===== src/rtl/dut_scan_ctrl.sv =====
// dut_scan_ctrl: scan-chain controller that runs one full-chain read (loopback) or write (swap) per command.
// Optional feature macro: DUT_SCAN_PAUSE_EN adds a scan_pause input that freezes shifting mid-command.
module dut_scan_ctrl #(
    parameter int CHAIN_LEN = 32,
    parameter int CNT_W     = $clog2(CHAIN_LEN + 1)
) (
    input  logic                 clk,
    input  logic                 reset,
    input  logic                 cmd_valid,
    output logic                 cmd_ready,
    input  logic                 cmd_write,
    input  logic [CHAIN_LEN-1:0] cmd_wdata,
    output logic                 rsp_valid,
    input  logic                 rsp_ready,
    output logic [CHAIN_LEN-1:0] rsp_rdata,
    output logic                 scan_sen,
    output logic                 scan_ce,
    output logic                 scan_sin,
    input  logic                 scan_sout,
`ifdef DUT_SCAN_PAUSE_EN
    input  logic                 scan_pause,
`endif
    output logic                 func_stall
);
    typedef enum logic [1:0] {IDLE, SHIFT, RESP} state_t;
    state_t               state, state_nxt;
    logic                 op_write;
    logic [CHAIN_LEN-1:0] wsh, cap;
    logic [CNT_W-1:0]     cnt;
    logic                 pause, accept, shift_en;
`ifdef DUT_SCAN_PAUSE_EN
    assign pause = scan_pause;
`else
    assign pause = 1'b0;
`endif
    // next-state and state-decoded outputs; scan_sin loops sout back on reads so the chain is restored
    always_comb begin
        state_nxt  = state;
        cmd_ready  = 1'b0;
        rsp_valid  = 1'b0;
        rsp_rdata  = '0;
        scan_sen   = 1'b0;
        scan_ce    = 1'b0;
        scan_sin   = 1'b0;
        func_stall = 1'b0;
        accept     = 1'b0;
        shift_en   = 1'b0;
        case (state)
            IDLE: begin
                cmd_ready = 1'b1;
                accept    = cmd_valid;
                state_nxt = cmd_valid ? SHIFT : IDLE;
            end
            SHIFT: begin
                scan_sen   = 1'b1;
                func_stall = 1'b1;
                scan_ce    = ~pause;
                shift_en   = ~pause && cnt != '0;
                scan_sin   = op_write ? wsh[0] : scan_sout;
                state_nxt  = (shift_en && cnt == CNT_W'(1)) ? RESP : SHIFT;
            end
            RESP: begin
                rsp_valid = 1'b1;
                rsp_rdata = cap;
                state_nxt = rsp_ready ? IDLE : RESP;
            end
            default: state_nxt = IDLE;
        endcase
    end
    // state register
    always_ff @(posedge clk or posedge reset) begin
        if (reset) state <= IDLE;
        else       state <= state_nxt;
    end
    // command latch, capture shift (first sout bit ends in bit 0), write-data shift and bit counter
    always_ff @(posedge clk or posedge reset) begin
        if (reset) begin
            op_write <= 1'b0;
            wsh      <= '0;
            cap      <= '0;
            cnt      <= '0;
        end else if (accept) begin
            op_write <= cmd_write;
            wsh      <= cmd_wdata;
            cap      <= '0;
            cnt      <= CNT_W'(CHAIN_LEN);
        end else if (shift_en) begin
            cap <= {scan_sout, cap[CHAIN_LEN-1:1]};
            wsh <= wsh >> 1;
            cnt <= cnt - 1'b1;
        end
    end
endmodule

===== config.mk =====
export PLATFORM = sky130hd
export DESIGN_NAME = dut_scan_ctrl
export DESIGN_NICKNAME = d
export VERILOG_FILES = /design/src/rtl/dut_scan_ctrl.sv
export SDC_FILE = /design/constraint.sdc
export NUM_CORES = 1
export LEC_CHECK = 0
export ABC_CLOCK_PERIOD_IN_PS = 3110
export BUFFER_PORTS_ARGS = -buffer_cell sky130_fd_sc_hd__buf_4
export CORE_ASPECT_RATIO = 0.5
export CORE_UTILIZATION = 54
export DETAILED_ROUTE_END_ITERATION = 8
export PLACE_DENSITY = 0.79
export RECOVER_POWER = 100
export SLEW_MARGIN = 10
export SYNTH_ARGS = -nofsm -noshare
export SYNTH_HDL_FRONTEND = slang
export SYNTH_SLANG_ARGS = --single-unit

===== constraint.sdc =====
create_clock -name clk -period 3.11 [get_ports clk]
set_input_delay 0.622 -clock clk [delete_from_list [all_inputs] [get_ports clk]]
set_output_delay 0.622 -clock clk [all_outputs]
set_load 0.01 [all_outputs]

**Word level (Yosys, flattened, before mapping)**

Index checks and enable logic that the tools add are counted.

- Latch bits: 0
- Memories: 0
- Bits in read-only memories: 0
- Register bits: 73
- RAM bits: 0
- Logic and storage cells: 31

- Multiplexer cells: 18
- Shift operators: 0
- Add/subtract/negate cells: 1
- $lt $le $gt $ge: 0
- Equal/unequal tests: 3
- $mul: 0
- Bitwise operators: 0
- Reduce and logical (&&, ||, !) cells: 4
- Div/mod/pow operators: 0

Operator list:

| kind | count |
|---|---|
| 32-bit two-way mux | 5 |
| 6-bit two-way mux | 2 |
| 1-bit two-way mux | 8 |
| 6-bit by 1-bit equality test with 1-bit output (second input constant) | 1 |
| 2-bit one-hot mux with 3 select lines | 1 |
| 6-bit nonzero test | 1 |
| 6-bit by 1-bit subtractor with 6-bit output (second input constant) | 1 |
| 2-bit two-way mux | 2 |
| 2-bit by 1-bit equality test with 1-bit output (second input constant) | 1 |
| 2-bit equality test (second input constant) | 1 |
| 2-bit logical NOT | 1 |
| 2-bit nonzero test | 1 |
| 1-bit logical AND | 1 |

**Depth between registers and ports, before layout**

Gate-level depths: netlist (run 1).

- Word-level depth: 4
- Mapped depth: 6

**Least setup slack after synthesis (run 1)**

OpenSTA, ideal clock, no wires.

- Path kind: flip-flop to output port
- Start point: reg state[1]
- End point: out rsp_rdata[10]
- Slack: 1.290 ns
- Data arrival time: 1.198 ns
- Cell stages (with the launch flop): 5
- Path through: dfrtp_1 nor2b_1 inv_1 clkbuf_1 nor2_1

- Word-level cells in the longest chain between the ends: 2

RTL lines:

| what | line | source |
|---|---|---|
| start: declaration | 26 | `state_t state, state_nxt;` |
| start signal: assignment | 73 | `else state <= state_nxt;` |
| 2-bit equality test | 48 | `case (state)` |
| 32-bit two-way mux | 48 |  |
| end: declaration | 15 | `output logic [CHAIN_LEN-1:0] rsp_rdata,` |

No other way between the ends.

**Final worst setup path (run 1)**

- Start point: reg cnt[3]
- End point: reg cap[31]

- Word-level cells in the longest chain between the ends: 3

RTL lines:

| what | line | source |
|---|---|---|
| start: declaration | 29 | `logic [CNT_W-1:0] cnt;` |
| start signal: assignment | 86 | `cnt <= CNT_W'(CHAIN_LEN);` |
| start signal: assignment | 90 | `cnt <= cnt - 1'b1;` |
| 6-bit nonzero test | 58 | `shift_en = ~pause && cnt != '0;` |
| 1-bit two-way mux | 48 |  |
| 2-bit nonzero test (no line) | - |  |
| end signal: assignment | 88 | `cap <= {scan_sout, cap[CHAIN_LEN-1:1]};` |
| end: declaration | 28 | `logic [CHAIN_LEN-1:0] wsh, cap;` |

No other way between the ends.
A chain may end at the register's enable or synchronous reset.

==> results.md, run 1 <==
- Summing all flip-flop and latch instances after layout gives 1830 µm².
- In the global route stage, overall resource usage came out at 22.3%.
- The power density of the placed cells is 963 nW/µm².
- In this run, the clock network consumes 24.9% of the power.
- Setup violations remaining at the end of the flow were counted as 0.
- The fraction of layout cells with a size suffix above 1 is 14.7%.
- After synthesis, the netlist uses 34 different library cells.
- In the final routed layout, each cell accounts on average for 14.2 µm.
- The clock insertion delay at the later pin of the skew report is 0.33 ns.
- The checks that failed: max-capacitance violations, max-slew violations.
- The sum of negative setup slack is 0 ns.
- After clock tree synthesis, the clock-pin slew on the worst setup and hold paths is 0.05 ns.
- The number of antenna diodes in the final layout is 0.
- The sequential fraction of design power is 40.2%.
- The power dissipated by switching net loads is 1390 µW.
- The critical path goes through nor4_1 -> a21oi_4 -> clkbuf_2 -> mux2_1.
- Together, buffers and inverters on the worst path number 1.
- The area of the mapped netlist is 3460 µm².
- The post-CTS repair timing setup buffer count is 0.
- The average cell area after synthesis is 10.4 µm².
- The sequential area share after synthesis is 52.9%.
- The timing-limited maximum frequency is 372 MHz.
- The count of nets left with antenna violations once routing finished came out at 0.
- At the worst endpoint, the required time is 3.32 ns.
- The hold violation count in the final report is 0.
- The count of clock tree sinks is 73.
- The flow ran to the end, but the final reports show violations.
- The worst hold path terminates at state[1].
- The number of violations of the max-capacitance limit is 1.
- Of all nets on the critical path, the largest fanout is 32.
- Tracing the worst setup path back leads to its startpoint at cnt[3].
- In this design, the stage delay of the slowest critical-path cell is 0.87 ns.
- The congestion estimate from routability-driven global placement came to 0.743.
- The net switching fraction of the power is 34.3%.
- The largest net degree at the start of global routing is 39.
- The synthesis warning total is 0.
- The data arrival time at the worst-slack endpoint is 2.90 ns.
- The setup slack after layout is 0.422 ns.
- The number of antenna violations at the first check in global routing came to 0.
- The reg-to-reg endpoint is cap[31].
- The number of buffers created by CTS is 9.
- The final core utilization is 68.4%.
- Buffers inserted to repair hold after CTS numbered 0.
- The number of port buffers is 75.
- Summing all multi-input logic gate instances after layout gives 1360 µm².
- The via count of the first global-routing pass is 2527.
- Dividing the final minimum period by the clock period gives 86.4%.
- Of all cell types, the one taking the most synthesized area is sky130_fd_sc_hd__dfrtp_1.
- In this run the most critical hold path is launched from rsp_ready.
- The count of H-tree levels built during CTS is 3.
- Setup repair after global routing left no endpoint under its margin.
- CTS placed an instance of sky130_fd_sc_hd__clkbuf_16 at the clock tree root.
- The CTS tree is yes.
- OpenSTA, run right after detailed placement, puts the worst setup slack at 0.930 ns.
- The static leakage power is 0.00211 µW.
- For the final database, setup skew stands at 0.00408 ns.
- The final critical-path required period is 2.69 ns.
- The worst hold path was traced through 2 stages.
- The worst max-slew margin expressed relative to the limit is -6.23%.
- The max-slew violation count came to 36.
- Relative to the synthesized area, the layout overhead comes to 21.4%.
- Once the clock tree was built, the resizer swapped 0 gates to a different size.
- The final HPWL from detailed placement is 4550 µm.
- For this block, the routed nets add up to 7040 µm of wire.
- The length in cells of the worst reg-to-reg path is 4.
- In this design, the largest share of critical-path delay is due to simple AND/OR/NAND/NOR gates.
- Synthesis handed over a netlist of 331 instances.
- By count the netlist is led by sky130_fd_sc_hd__dfrtp_1, sky130_fd_sc_hd__nand2_1, sky130_fd_sc_hd__inv_1.
- By area the synthesized netlist is led by sky130_fd_sc_hd__dfrtp_1, sky130_fd_sc_hd__mux2i_1, sky130_fd_sc_hd__a221o_1.
- The die extent in y is 58.6 µm.
- Before antenna repair, the detailed router went through 4 iterations.
- The most numerous cell in the Yosys netlist is sky130_fd_sc_hd__dfrtp_1.
- The startpoint class of the critical path is a flip-flop.
- The critical register-to-register path startpoint is cnt[3].
- The worst register-to-register path has a setup slack of 0.42 ns.
- Fill cells in the final layout number 490.
- VDD sags by at most 0.366 mV.
- The DRC violation total after the first TritonRoute iteration is 148.
- The internal portion of the total power is 2650 µW.
- The initial utilization of the core area, before any placement, comes to 56.4%.
- In this run the worst hold path is classified as primary input to flip-flop.
- The number of storage elements in the synthesis netlist is 73.
- The synthesized design contains 0 enable-type register cells.
- The category of the most critical setup path is flip-flop to flip-flop.
- The first global-routing pass estimated 11400 µm of wire.
- Across all layers, the routed design uses 2621 vias.
- The number of cell rows is 20.
- After the last flow step, the layout net total stands at 442.
- The worst setup path is captured at a flip-flop.
- The master of the slowest instance on the critical path is sky130_fd_sc_hd__nor4_1.
- For this run, asynchronously set or reset flops after synthesis account for 100%.
- The die covers 6740 µm².
- The average via count per standard cell is 5.29.
- The actual transition at the worst max-transition pin is 1.59 ns.
- The longest clock path from root to sink contains 2 buffers.
- The top-area cell type share of the netlist area is 52.9%.
- The top-level port count is 76.
- The width of the chip is 115 µm.
- After detailed routing, the number of remaining DRC violations is 0.
- The total congestion overflow is 0.
- Among all flip-flop cells after synthesis, the most frequent one is sky130_fd_sc_hd__dfrtp_1.
- The core region is 6130 µm².
- The number of nets handed over by synthesis was 371.
- The combinational group share of total power is 34.9%.
## sequential cells by signal (all words and copies together) (netlist names)
| name | cells |
|---|---|
| cap | 32 |
| wsh | 32 |
| cnt | 6 |
| state | 2 |
| op_write | 1 |
## through the flow
stage	total power, µW	std cells	cell area [µm²]	hold WS, ns
2_1_floorplan	2750	331	3460	0.468
3_3_place_gp	2980	479	4070	0.482
3_5_place_dp	3070	479	4070	0.494
4_1_cts	4100	495	4360	0.468
5_1_grt	4290	495	4190	0.474
6_report	4040	495	4190	0.475
## logic make-up (layout without fill, tap and decap cells)
kind of cell | after synthesis | after routing | share of synthesized area (%)
DFF | 73 | 73 | 52.9
and+or+nand+nor | 119 | 119 | 17.2
AOI/OAI and AO/OA | 43 | 43 | 11.3
muxes | 35 | 35 | 10.2
adders and majority gates | 2 | 2 | 0.724
buffers and inverters | 59 | 135 | 7.71
## cells in the final DEF (no fill, tap or decap), drive strengths merged, types with 3 or more instances in the layout
master  Yosys  final
buf        13     41
mux2i      33     33
and2       32     32
dfrtp      73     73
inv        36     36
a221o      31     31
a21oi       4      4
clkbuf     10     55
o21ai       3      3
nor2       34     34
nand2      38     38
## power by group through the flow
stage	sequential, µW	combinational, µW	clock, µW
6_report	1620	1410	1010
3_5_place_dp	1630	1440	0
3_3_place_gp	1610	1370	0
4_1_cts	1630	1450	1020
5_1_grt	1670	1560	1060
2_1_floorplan	1560	1200	0
## metal layers
layer	track usage (%)	part of all wire, %
met1	27.4	46
met2	39.3	49
met3	6.59	4.1
met4	5.38	0.98
met5	0	0
## area by class of cell
cell class / instances / area share, %
Clock buffer: 13 / 5.97
Clock inverter: 3 / 0.955
Inverter: 36 / 3.22
Multi-Input combinational cell: 199 / 32.4
Sequential cell: 73 / 43.6
Tap cell: 88 / 2.63
Timing Repair Buffer: 83 / 11.2
## how the worst max path moves through the flow
stage / end / slack, ns / cells after the start
3_5_place_dp: rsp_rdata[30] / 0.93 / 5
5_1_grt: cap[31] / 0.23 / 4
2_1_floorplan: cap[0] / 0.63 / 1
4_1_cts: rsp_rdata[30] / 0.57 / 5
6_report: cap[31] / 0.42 / 4
3_3_place_gp: rsp_rdata[23] / 1.05 / 5
Note: power is estimated with default switching activity, not from simulation.
==> run 2, diff against run 1 <==
--- a/config.mk
+++ b/config.mk
@@ -7,7 +7,7 @@
 export LEC_CHECK = 0
 export ABC_CLOCK_PERIOD_IN_PS = 3110
 export BUFFER_PORTS_ARGS = -buffer_cell sky130_fd_sc_hd__buf_4
-export CORE_ASPECT_RATIO = 0.5
+export CORE_ASPECT_RATIO = 1.5
 export CORE_UTILIZATION = 54
 export DETAILED_ROUTE_END_ITERATION = 8
 export PLACE_DENSITY = 0.79
==> run 2 against run 1 <==
Compared with the run above:
- the run still ends with max-capacitance violations, max-slew violations left
- wire length fell by 3.8%
- hold slack got worse by 0.15 ns
- design area shrank 0.57%
- sequential share of layout area up 0.25 points
- count of clock-buffer cells in the layout fell by 2
- via count shrank 2.3%
- die area decreased by 0.19%
- largest cell class unchanged
==> results.md, run 2 (synthesized netlist as in run 1, its figures left out) <==
- The number of violations of the max-capacitance limit was 2 (+1).
- The data arrival time at the worst-slack endpoint was 1.99 ns (-0.91 ns).
- The count of clock tree sinks was 73 (unchanged).
- The DRC violation total after the first TritonRoute iteration was 135 (-8.8%).
- The initial cell density of the core was 56.0% (-0.40 points).
- The fraction of layout cells with a size suffix above 1 is 15.3% (+0.53 points).
- The first-pass iteration count of the detailed router came to 4 (unchanged).
- The number of antenna violations at the first check in global routing was 0 (unchanged).
- The hold-fix buffer count after cts is 0 (unchanged).
- The length in cells of the worst reg-to-reg path is 4 (unchanged).
- The static leakage power came to 0.00210 µW (-0.59%).
- The placer congestion estimate is 0.793 (+6.7%).
- The area taken by multi-input logic gates came to 1360 µm² (unchanged).
- The final routed DRC violation total is 0 (unchanged).
- Setup repair after global routing left no endpoint under its margin.
- STA classifies the critical path endpoint as an output pin.
- The width of the chip came to 67.3 µm (-42%).
- TritonCTS built the clock tree.
- The number of instances resized during post-cts repair was 0 (unchanged).
- The maximum count of clock buffers along a single path came to 2 (unchanged).
- The maximum clock skew at final layout is 0.00923 ns (+0.00515 ns).
- The largest registers in the layout are cap: 32 flops, wsh: 32 flops, cnt: 6 flops.
- The busiest layer in global routing is met2.
- The number of cell rows is 35 (+75%).
- The post-route antenna net violation count was 0 (unchanged).
- The footprint of the flip-flops and latches is 1830 µm² (unchanged).
- The top cell types in the final layout, fill and taps aside, are sky130_fd_sc_hd__dfrtp_1, sky130_fd_sc_hd__clkbuf_1, sky130_fd_sc_hd__buf_4, sky130_fd_sc_hd__nand2_1, sky130_fd_sc_hd__inv_1.
- The sum of negative setup slack is 0 ns (unchanged).
- The largest net degree at the start of global routing came to 36 (-7.7%).
- The timing-limited maximum frequency is 382 MHz (+2.8%).
- The count of H-tree levels built during CTS is 3 (unchanged).
- The final HPWL from detailed placement is 4590 µm (+0.85%).
- The sum of routed wire length over all layers is 6770 µm (-3.8%).
- The setup path with the least slack is of type flip-flop to output pin.
- The number of vias after detailed routing came to 2562 (-2.3%).
- The data required time of the worst path was 2.49 ns (-0.83 ns).
- The final non-filler cell area came to 4170 µm² (-0.57%).
- The top-level port count is 76 (unchanged).
- The class of the worst hold path is primary input to async pin.
- The full die area is 6730 µm² (-0.19%).
- The final critical-path required period came to 2.61 ns (-0.0733 ns).
- The met1 demand-to-capacity share in global routing is 26.6% (-0.79 points).
- The actual transition at the worst max-transition pin is 1.79 ns (+0.196 ns).
- The final core utilization was 67.5% (-0.87 points).
- The die extent in y came to 100 µm (+71%).
- The master cell of the clock root buffer is sky130_fd_sc_hd__clkbuf_8.
- The area of placed instances is 4050 µm² (-0.61%).
- The global routing met3 resource utilization is 6.59% (about the same).
- The worst max-slew margin expressed relative to the limit is -19.3% (-13 points).
- The library cell used most frequently in the layout, excluding fill and tap cells, is sky130_fd_sc_hd__dfrtp_1.
- The fraction of the cycle the final worst path needs came to 84.1% (-2.4 points).
- The number of port buffers is 75 (unchanged).
- The largest fanout of any net on the critical path is 32 (unchanged).
- The clock input transition at the sequential cells of the worst setup and hold paths came to 0.07 ns (+0.02 ns).
- The wire length per cell after detailed routing is 14.1 µm (-0.80%).
- The minimum setup slack after placement was 1.17 ns (+0.236 ns).
- The count of final setup violators is 0 (unchanged).
- The filler cell count in the final layout is 537 (+9.6%).
- The met2 layer usage reported by global route came to 36.8% (-2.5 points).
- The number of antenna diodes was 0 (unchanged).
- Relative to the synthesized area, the layout overhead comes to 20.7%.
- The post-CTS repair timing setup buffer count was 0 (unchanged).
- The flow ran to the end, but the final reports show violations.
- The worst setup path is launched from a flip-flop.
- The via count of the first global-routing pass was 2483 (-1.7%).
- The global-route wire length before repair was 11100 µm (-3.1%).
- The total core area is 6170 µm² (+0.71%).
- The number of nets in the finished design is 441 (-0.23%).
- The peak ir drop on the vdd network is 0.515 mV (+41%).
- The number of buffers created by CTS was 9 (unchanged).
- The average via count per standard cell is 5.34 (+0.80%).
- The hold violation count in the final report is 0 (unchanged).
- The max-slew violation count is 71 (+97%).
- The global-route total usage across every layer is 22.1% (-0.18 points).
- The checks that failed: max-capacitance violations, max-slew violations.
- The power density of the placed cells came to 970 nW/µm² (+0.74%).
- The clock insertion delay at the later pin of the skew report is 0.35 ns (+0.02 ns).
- The setup slack after layout is 0.495 ns (+0.0733 ns).
- The post-route worst hold slack is 0.321 ns (-0.155 ns).
- The total congestion overflow is 0 (unchanged).
-- run 2: changes by cell type in the layout (fill, tap and decap cells not counted) --
| cell | delta |
|---|---|
| sky130_fd_sc_hd__clkbuf_8 | +9 |
| sky130_fd_sc_hd__clkbuf_1 | -2 |
| sky130_fd_sc_hd__o211a_1 | -1 |
| sky130_fd_sc_hd__buf_4 | -1 |
| sky130_fd_sc_hd__clkbuf_16 | -9 |
| sky130_fd_sc_hd__o211a_2 | +1 |
| sky130_fd_sc_hd__bufinv_16 | +4 |
| sky130_fd_sc_hd__clkinv_2 | -2 |
-- run 2: area by class of cell --
type / instances / area share, %
Clock buffer: 11 / 3.39
Clock inverter: 5 / 3.60
Inverter: 36 / 3.24
Multi-Input combinational cell: 199 / 32.6
Sequential cell: 73 / 43.8
Tap cell: 74 / 2.22
Timing Repair Buffer: 82 / 11.1
-- run 2: power breakdown --
group / internal, µW / total (µW) / switching, µW / leakage [µW]
combinational: 630 / 1370 / 743 / 0.00102
clock: 718 / 1060 / 342 / 0.000144
sequential: 1360 / 1610 / 253 / 0.000934
-- run 2: worst max-delay path, stage by stage, from the launching register on --
cell and delay, ns:
sky130_fd_sc_hd__dfrtp_1 0.48, sky130_fd_sc_hd__nor2b_1 0.31, sky130_fd_sc_hd__inv_1 0.06, sky130_fd_sc_hd__clkbuf_2 0.38
sky130_fd_sc_hd__nor2_1 0.24, sky130_fd_sc_hd__clkbuf_1 0.17
-- run 2: routing by layer --
layer	vias up	wire [µm]
met5	-	0
met4	0	53
met3	5	380
met2	78	3260
met1	1234	3070
li1	1245	-
-- run 2: path summary, 6_finish.rpt --
path	start	end	slack [ns]
setup / recovery	state[1]	rsp_rdata[31]	0.50
hold / removal	reset	wsh[24]	0.32
setup reg to reg	cnt[3]	wsh[25]	0.67
hold reg to reg	op_write	op_write	0.50
max in group asynchronous	reset	cap[0]	0.74
min in group clk	rsp_ready	state[1]	0.46
-- run 2: through the flow --
stage               power, µW  std cells
floorplan                2750        331
global placement         2990        464
detailed placement       3070        464
CTS                      4140        480
global route             4320        480
finish                   4050        480
